## src/rtl/comparator_scan_sequencer.sv

```systemverilog
// Scan sequencer for the comparator pulse injector: steps halfstrips over a range,
// clears and fires the injector per point, and banks the three error counts.
module comparator_scan_sequencer #(
   parameter int unsigned CLEAR_CYCLES    = 2,
   parameter int unsigned SETTLE_CYCLES   = 4,
   parameter int unsigned WATCHDOG_CYCLES = 24'hFFFFFF
) (
   input  logic        clock,
   input  logic        reset_n,
   input  logic        scan_start,
   input  logic        scan_abort,
   input  logic [4:0]  hs_first,
   input  logic [4:0]  hs_last,
   input  logic        mask_en_in,
   input  logic        pulser_ready,
   input  logic [15:0] thresholds_errcnt,
   input  logic [15:0] offsets_errcnt,
   input  logic [15:0] compout_errcnt,
   output logic        fire_pulse,
   output logic [4:0]  active_halfstrip,
   output logic        halfstrip_mask_en,
   output logic        thresholds_errcnt_rst,
   output logic        offsets_errcnt_rst,
   output logic        compout_errcnt_rst,
   output logic        scan_busy,
   output logic        scan_done,
   output logic        scan_timeout,
   output logic [5:0]  points_done,
   input  logic [4:0]  rd_addr,
   output logic [47:0] rd_data
);

   typedef enum logic [2:0] {
      IDLE, CLEAR, FIRE, WAIT_DONE, SETTLE, STORE, NEXT, ABORT
   } state_t;

   state_t      state;
   logic [4:0]  last_hs;
   logic [15:0] clr_cnt;
   logic [15:0] settle_cnt;
   logic [23:0] wd_cnt;
   logic        errcnt_clr;
   logic        wd_expired;
   logic [47:0] results [32];

   assign wd_expired            = (wd_cnt == 24'(WATCHDOG_CYCLES - 1));
   assign thresholds_errcnt_rst = errcnt_clr;
   assign offsets_errcnt_rst    = errcnt_clr;
   assign compout_errcnt_rst    = errcnt_clr;

   always_ff @(posedge clock or negedge reset_n) begin
      if (!reset_n) begin
         state             <= IDLE;
         last_hs           <= '0;
         clr_cnt           <= '0;
         settle_cnt        <= '0;
         wd_cnt            <= '0;
         errcnt_clr        <= 1'b0;
         fire_pulse        <= 1'b0;
         active_halfstrip  <= '0;
         halfstrip_mask_en <= 1'b0;
         scan_busy         <= 1'b0;
         scan_done         <= 1'b0;
         scan_timeout      <= 1'b0;
         points_done       <= '0;
         for (int i = 0; i < 32; i++) results[i] <= '0;
      end else begin
         scan_done <= 1'b0;
         // Abort outranks every other transition once a scan is running.
         if (scan_abort && state != IDLE) begin
            fire_pulse <= 1'b0;
            errcnt_clr <= 1'b0;
            if (state != ABORT) wd_cnt <= '0;
            state <= ABORT;
         end else begin
            case (state)
               IDLE: begin
                  if (scan_start) begin
                     last_hs           <= hs_last;
                     halfstrip_mask_en <= mask_en_in;
                     active_halfstrip  <= hs_first;
                     scan_timeout      <= 1'b0;
                     points_done       <= '0;
                     clr_cnt           <= '0;
                     errcnt_clr        <= 1'b1;
                     scan_busy         <= 1'b1;
                     state             <= CLEAR;
                  end
               end
               CLEAR: begin
                  if (clr_cnt == 16'(CLEAR_CYCLES - 1)) begin
                     errcnt_clr <= 1'b0;
                     fire_pulse <= 1'b1;
                     wd_cnt     <= '0;
                     state      <= FIRE;
                  end else begin
                     clr_cnt <= clr_cnt + 16'd1;
                  end
               end
               FIRE: begin
                  if (!pulser_ready) begin
                     fire_pulse <= 1'b0;
                     wd_cnt     <= '0;
                     state      <= WAIT_DONE;
                  end else if (wd_expired) begin
                     fire_pulse   <= 1'b0;
                     scan_timeout <= 1'b1;
                     scan_busy    <= 1'b0;
                     state        <= IDLE;
                  end else begin
                     wd_cnt <= wd_cnt + 24'd1;
                  end
               end
               WAIT_DONE: begin
                  if (pulser_ready) begin
                     settle_cnt <= '0;
                     state      <= SETTLE;
                  end else if (wd_expired) begin
                     scan_timeout <= 1'b1;
                     scan_busy    <= 1'b0;
                     state        <= IDLE;
                  end else begin
                     wd_cnt <= wd_cnt + 24'd1;
                  end
               end
               SETTLE: begin
                  if (settle_cnt == 16'(SETTLE_CYCLES - 1)) state <= STORE;
                  else settle_cnt <= settle_cnt + 16'd1;
               end
               STORE: begin
                  results[active_halfstrip] <= {thresholds_errcnt, offsets_errcnt, compout_errcnt};
                  if (points_done != 6'd32) points_done <= points_done + 6'd1;
                  state <= NEXT;
               end
               NEXT: begin
                  if (active_halfstrip == last_hs) begin
                     scan_done <= 1'b1;
                     scan_busy <= 1'b0;
                     state     <= IDLE;
                  end else begin
                     active_halfstrip <= active_halfstrip + 5'd1;
                     clr_cnt          <= '0;
                     errcnt_clr       <= 1'b1;
                     state            <= CLEAR;
                  end
               end
               ABORT: begin
                  if (pulser_ready) begin
                     scan_busy <= 1'b0;
                     state     <= IDLE;
                  end else if (wd_expired) begin
                     scan_timeout <= 1'b1;
                     scan_busy    <= 1'b0;
                     state        <= IDLE;
                  end else begin
                     wd_cnt <= wd_cnt + 24'd1;
                  end
               end
               default: state <= IDLE;
            endcase
         end
      end
   end

   // Read sees the pre-store value when it hits the entry being written.
   always_ff @(posedge clock or negedge reset_n) begin
      if (!reset_n) rd_data <= '0;
      else          rd_data <= results[rd_addr];
   end

endmodule

```

## config.mk

```make
export PLATFORM = sky130hd
export DESIGN_NAME = comparator_scan_sequencer
export DESIGN_NICKNAME = d
export VERILOG_FILES = /design/src/rtl/comparator_scan_sequencer.sv
export SDC_FILE = /design/constraint.sdc
export NUM_CORES = 2
export LEC_CHECK = 0
export BUFFER_PORTS_ARGS = -buffer_cell sky130_fd_sc_hd__buf_2
export CORE_MARGIN = 2
export CORE_UTILIZATION = 45
export DETAILED_ROUTE_END_ITERATION = 10
export GPL_ROUTABILITY_DRIVEN = 1
export GPL_TIMING_DRIVEN = 0
export PLACE_DENSITY_LB_ADDON = 0.15
export SKIP_LAST_GASP = 1
export SYNTH_ARGS = -nofsm -noshare
export SYNTH_HDL_FRONTEND = slang
export SYNTH_SLANG_ARGS = --single-unit
```

## constraint.sdc

```tcl
create_clock -name clock -period 6.4 [get_ports clock]
set_input_delay 0.64 -clock clock [delete_from_list [all_inputs] [get_ports clock]]
set_output_delay 0.64 -clock clock [all_outputs]
set_load 0.01 [all_outputs]
```

=== Word-level counts from Yosys, hierarchy flattened ===
Index checks and enable logic that the tools add are counted.

* Register bits after elaboration: 1665

* Magnitude comparators: 3
* Add/subtract/negate cells: 5
* Reductions and logical operators: 26
* Equal/unequal tests: 30
* Mux-type cells: 60
* Bitwise gates (word level): 3

{| class="wikitable"
|+ Operator list
! kind !! number
|-
| 1536-bit bitwise mux || 1
|-
| 48-bit binary-select mux with 5-bit select || 1
|-
| 48-bit demux with 5-bit select || 1
|-
| 24-bit two-way mux || 6
|-
| 48-bit two-way mux || 3
|-
| 16-bit two-way mux || 5
|-
| 24-bit case mux with 3 select lines || 1
|-
| 16-bit case mux with 3 select lines || 1
|-
| 16-bit by 1-bit adder with 16-bit output, second input constant || 2
|-
| 16-bit case mux with 2 select lines || 1
|-
| 24-bit by 1-bit adder with 24-bit output, second input constant || 1
|-
| 24-bit == test, second input constant || 1
|-
| 3-bit two-way mux || 8
|-
| 3-bit case mux with 8 select lines || 1
|-
| 1-bit two-way mux || 21
|-
| 2-bit != test, second input constant || 10
|-
| 4-bit AND reduction || 5
|-
| 16-bit by 1-bit == test with 1-bit output, second input constant || 1
|-
| 16-bit by 2-bit == test with 1-bit output, second input constant || 1
|-
| 3-bit != test, second input constant || 5
|-
| 3-bit == test, second input constant || 4
|-
| 6-bit >= comparator, second input constant || 2
|-
| 6-bit two-way mux || 2
|-
| 5-bit inverter with 6-bit output || 2
|-
| 28 further kinds || 41
|}

=== Depth between registers and ports, before layout ===
* Depth after elaboration: 6
* Depth in mapped cells: 10
* Mapped depth without buffers: 8

=== Least setup slack after synthesis ===
OpenSTA, ideal clock, no wires.

* Kind: input -> register
* Start: input port rd_addr[0]
* End: register rd_data[13]
* Required time: 6.275 ns
* Library setup time: 0.125 ns
* Path slack: 3.678 ns
* Stages: 5
* Data arrival time: 2.597 ns
* Path through: clkbuf_1 clkbuf_1 mux4_2 mux4_2 mux2_2

* Cells in the longest elaborated chain, start to end: 4

{| class="wikitable"
|+ RTL lines
! element !! line !! text
|-
| from (decl) || 29 || <nowiki>input logic [4:0] rd_addr,</nowiki>
|-
| 5-bit inverter with 6-bit output (implied by the code) || 168 || <nowiki>else rd_data <= results[rd_addr];</nowiki>
|-
| 48-bit binary-select mux with 5-bit select || 168 ||
|-
| 48-bit two-way mux (implied by the code) (2 in series) || 168 ||
|-
| to (signal assigned) || 168 ||
|-
| to (decl) || 30 || <nowiki>output logic [47:0] rd_data</nowiki>
|}

No other way between the ends. The select of a mux whose other input is x is not followed.
A chain may end at the register's enable or synchronous reset.

=== Worst setup path after layout ===
* Start: register active_halfstrip[2]
* End: register results[893] (netlist bit)

* Cells in the longest elaborated chain, start to end: 6

{| class="wikitable"
|+ RTL lines
! element !! line !! text
|-
| from (decl) || 20 || <nowiki>output logic [4:0] active_halfstrip,</nowiki>
|-
| from (signal assigned) || 81 || <nowiki>active_halfstrip <= hs_first;</nowiki>
|-
| from (signal assigned) || 141 || <nowiki>active_halfstrip <= active_halfstrip + 5'd1;</nowiki>
|-
| 5-bit inverter with 6-bit output (implied by the code) (*) || 131 || <nowiki>results[active_halfstrip] <= {thresholds_errcnt, offsets_errcnt, compout_errcnt};</nowiki>
|-
| 6-bit >= comparator (implied by the code) / 6-bit by 1-bit less-than comparator with 1-bit output (equally long branches) || 131 ||
|-
| 1-bit logical AND (implied by the code) || 131 ||
|-
| 48-bit two-way mux (implied by the code) || 131 ||
|-
| 48-bit demux with 5-bit select (*) || 131 ||
|-
| 1536-bit bitwise mux (*) || 131 ||
|-
| to (signal, indexed assignment) || 131 ||
|-
| to (decl) || 44 || <nowiki>logic [47:0] results [32];</nowiki>
|}

Mark *: on every way between the ends. The rest lies on a longest branch, timed or not.

==> out/summary.txt <==
Slew Limit Fails -> 22
Slew headroom -> -0.0380
total grt overflow -> 0
R2R Setup Slk -> 2.66 ns
Fin Clk Skew -> 0.0225 ns
vias per inst -> 5.72
RSZ-0062 raised after global routing -> no
period utilization -> 0.584
dpl hpwl -> 130 mm
row cnt -> 149
DRT iter0 DRCs -> 2631
vias in the first global route -> 43600
measured slew at the worst slew-check pin -> 1.56 ns
Ys Warns -> 0
Setup CP Type -> reg2reg
setup bufs post-CTS -> 0
total CTS buffers -> 181
DRC viols -> 0
non-filler cells, final -> 7290
WP data arrival -> 4.41 ns
Overall Global Routing Usage -> 0.226
CTS root buffer -> clkbuf_16
fill cell count -> 14000
clock-pin slew on the worst setup and hold paths -> 0.06 ns
worst vdd ir -> 0.000316 V
final setup fails -> 0
core area -> 165000 um2
Pleak -> 0.0407 uW
Crit Path Max Fanout -> 11
setup_tns -> 0 ns
Area Overhead vs Synth -> 12.8%
TritonRoute pass-1 iters -> 7
Die X -> 412 um
Post-DRT Antenna Nets -> 0
Mapped Area -> 74900 um2
Clock Path Buffers -> 3
Post-Route WL -> 188 mm
most common flop cell mapped by yosys -> dfrtp_1
Worst Setup Start Kind -> flop
syn_area_per_cell -> 16.1 um2
share of layout cells above drive strength 1 -> 0.511
Syn Nets -> 4718
IO Count -> 136
cts hold-fix bufs -> 1
Post-synth EDFFs -> 0
DR WL/cell -> 25.7 um
Seq/Total Area, Yosys -> 0.556
cell taking the most area after synthesis -> dfrtp_1
final hold violation count -> 0
post-synth cell types -> 58
Worst EP required -> 7.08 ns
largest net degree at the start of global routing -> 162
Placed Instance Area -> 78600 um2
die height -> 412 um
CTS Sinks -> 1665
post-CTS sizing -> 0
status -> finished, violations left
failing checks -> capacitance limit, slew limit
crit path time final -> 3.74 ns
Total Nets Final -> 5042
maxcap violations -> 2
Max H-tree Level -> 4
cell count after synthesis -> 4638
CTS tree -> built
die area -> 170000 um2
initial core utilization -> 0.453
Synth top area share -> 0.556
port bufs -> 129
initial antenna violation count -> 9
first-pass GRT wire length -> 286 mm
Final Total Pwr -> 32000 uW
Final Cell Area -> 84400 um2
ys async rst share -> 1.00
Worst setup EP type -> flop
Via Count -> 41700
Core Util, Final -> 0.511
FMAX -> 268 MHz
PwrDens -> 379 nW/um2
clk_lat worst skew -> 0.81 ns
Post-Place Cells -> 6967
largest cells by area after synthesis -> dfrtp_1, mux2_2, mux4_2
hold crit path type -> in2reg
Final GP Congestion -> 0.801
Seq cells post-synth -> 1665
## final timing paths
path,start,endpoint,depth (start not counted)
setup / recovery,active_halfstrip[2],results[893],7
min in group asynchronous,reset_n,results[504],2
hold / removal,mask_en_in,halfstrip_mask_en,2
max in group asynchronous,reset_n,results[517],6
hold reg to reg,results[277],results[277],1
setup reg to reg,active_halfstrip[2],results[893],7
## worst max-delay path, cell delays in order, from the launching register on
cell	delay [ns]
dfrtp_1	0.54
clkbuf_1	0.39
nand2_1	0.38
nor2_1	0.17
nand2_1	0.15
clkbuf_1	1.08
buf_2	0.49
mux2_2	0.38
## layout make-up
type / instances / area (um2) / area share
Inverter: 12 / 45.0 / 0.000533
Timing Repair Buffer: 141 / 973 / 0.0115
Buffer: 448 / 1850 / 0.0219
Multi-Input combinational cell: 2513 / 31300 / 0.371
Sequential cell: 1665 / 41700 / 0.493
Tap cell: 2189 / 2740 / 0.0324
Clock inverter: 38 / 443 / 0.00525
Antenna cell: 4 / 10.0 / 0.000119
Clock buffer: 280 / 5390 / 0.0638
## power by group
part           switching, uW  internal, uW  total, uW  leakage, uW
registers               1480         13600      15100       0.0229
logic                   2550          4020       6570       0.0149
clock network           4280          6040      10300      0.00286
total                   8310         23700      32000       0.0407
## per-layer routing
metal	track usage	part of all wire	up-vias
li1	-	-	17900
met1	0.336	0.47	22800
met2	0.348	0.47	722
met3	0.0335	0.040	247
met4	0.0603	0.025	0
met5	0	0	-
## through the flow
step	setup WS, ns	hold slack [ns]
after floorplan	3.68	0.344
after global placement	-33.29	0.481
after detailed placement	2.02	0.487
after CTS	2.66	0.00434
after global routing	2.54	0.0262
final	2.66	0.0655
## registers in the layout (all words and copies together), names as in the netlist, 3 cells and up
| register | flops |
|---|---|
| active_halfstrip | 5 |
| state | 3 |
| clr_cnt | 16 |
| points_done | 6 |
| settle_cnt | 16 |
| results | 1536 |
| rd_data | 48 |
| last_hs | 5 |
| wd_cnt | 24 |
## placed cells by master, fill, tap and decap left out, types with 4 or more instances in the layout
master | synthesis | routed
nor4_1 | 12 | 12
nor3_1 | 16 | 16
clkinv_2 | 0 | 18
clkinv_8 | 0 | 4
a21oi_1 | 15 | 15
nand3_1 | 28 | 28
buf_2 | 113 | 241
xnor2_1 | 14 | 14
or3_1 | 6 | 6
and2_1 | 10 | 10
mux2_2 | 1592 | 1592
buf_16 | 0 | 11
inv_1 | 12 | 12
inv_6 | 0 | 6
bufinv_16 | 0 | 7
diode_2 | 0 | 4
nand4_1 | 20 | 20
nor2_1 | 63 | 63
mux4_2 | 480 | 480
and4_1 | 4 | 4
and3_1 | 12 | 12
a31oi_1 | 8 | 8
nor3b_1 | 7 | 7
nand2b_1 | 8 | 8
nand2_1 | 83 | 83
nor2b_1 | 4 | 4
xor2_1 | 24 | 24
ha_1 | 11 | 11
dfrtp_1 | 1665 | 1665
clkbuf_1 | 326 | 376
clkbuf_2 | 0 | 5
clkbuf_16 | 0 | 185
clkbuf_8 | 0 | 40
o21ai_0 | 42 | 42
nor4b_1 | 4 | 4
o31ai_1 | 6 | 6
buf_1 | 5 | 5
## cells in the mapped netlist, drive strengths merged, types with 4 or more instances
cell,instances
o31ai,6
o21ai,42
xnor2,14
nor4b,4
ha,11
clkbuf,326
dfrtp,1665
nor2b,4
nor4,13
and2,10
nand2,84
a21oi,16
nor2,63
mux2,1592
nand3,29
and4,4
xor2,24
or3,6
inv,12
nor3,16
buf,122
a31oi,8
nand2b,8
mux4,480
and3,12
nor3b,7
nand4,20
## logic make-up after synthesis
kind of cell | Yosys count | share of synthesized area
compound gates | 98 | 0.00831
xor+xnor | 38 | 0.00445
fa+ha+maj | 11 | 0.00184
buf+inv | 460 | 0.0253
flops | 1665 | 0.556
mux | 2075 | 0.384
simple gates | 291 | 0.0195
Note: power is estimated with default switching activity, not from simulation.
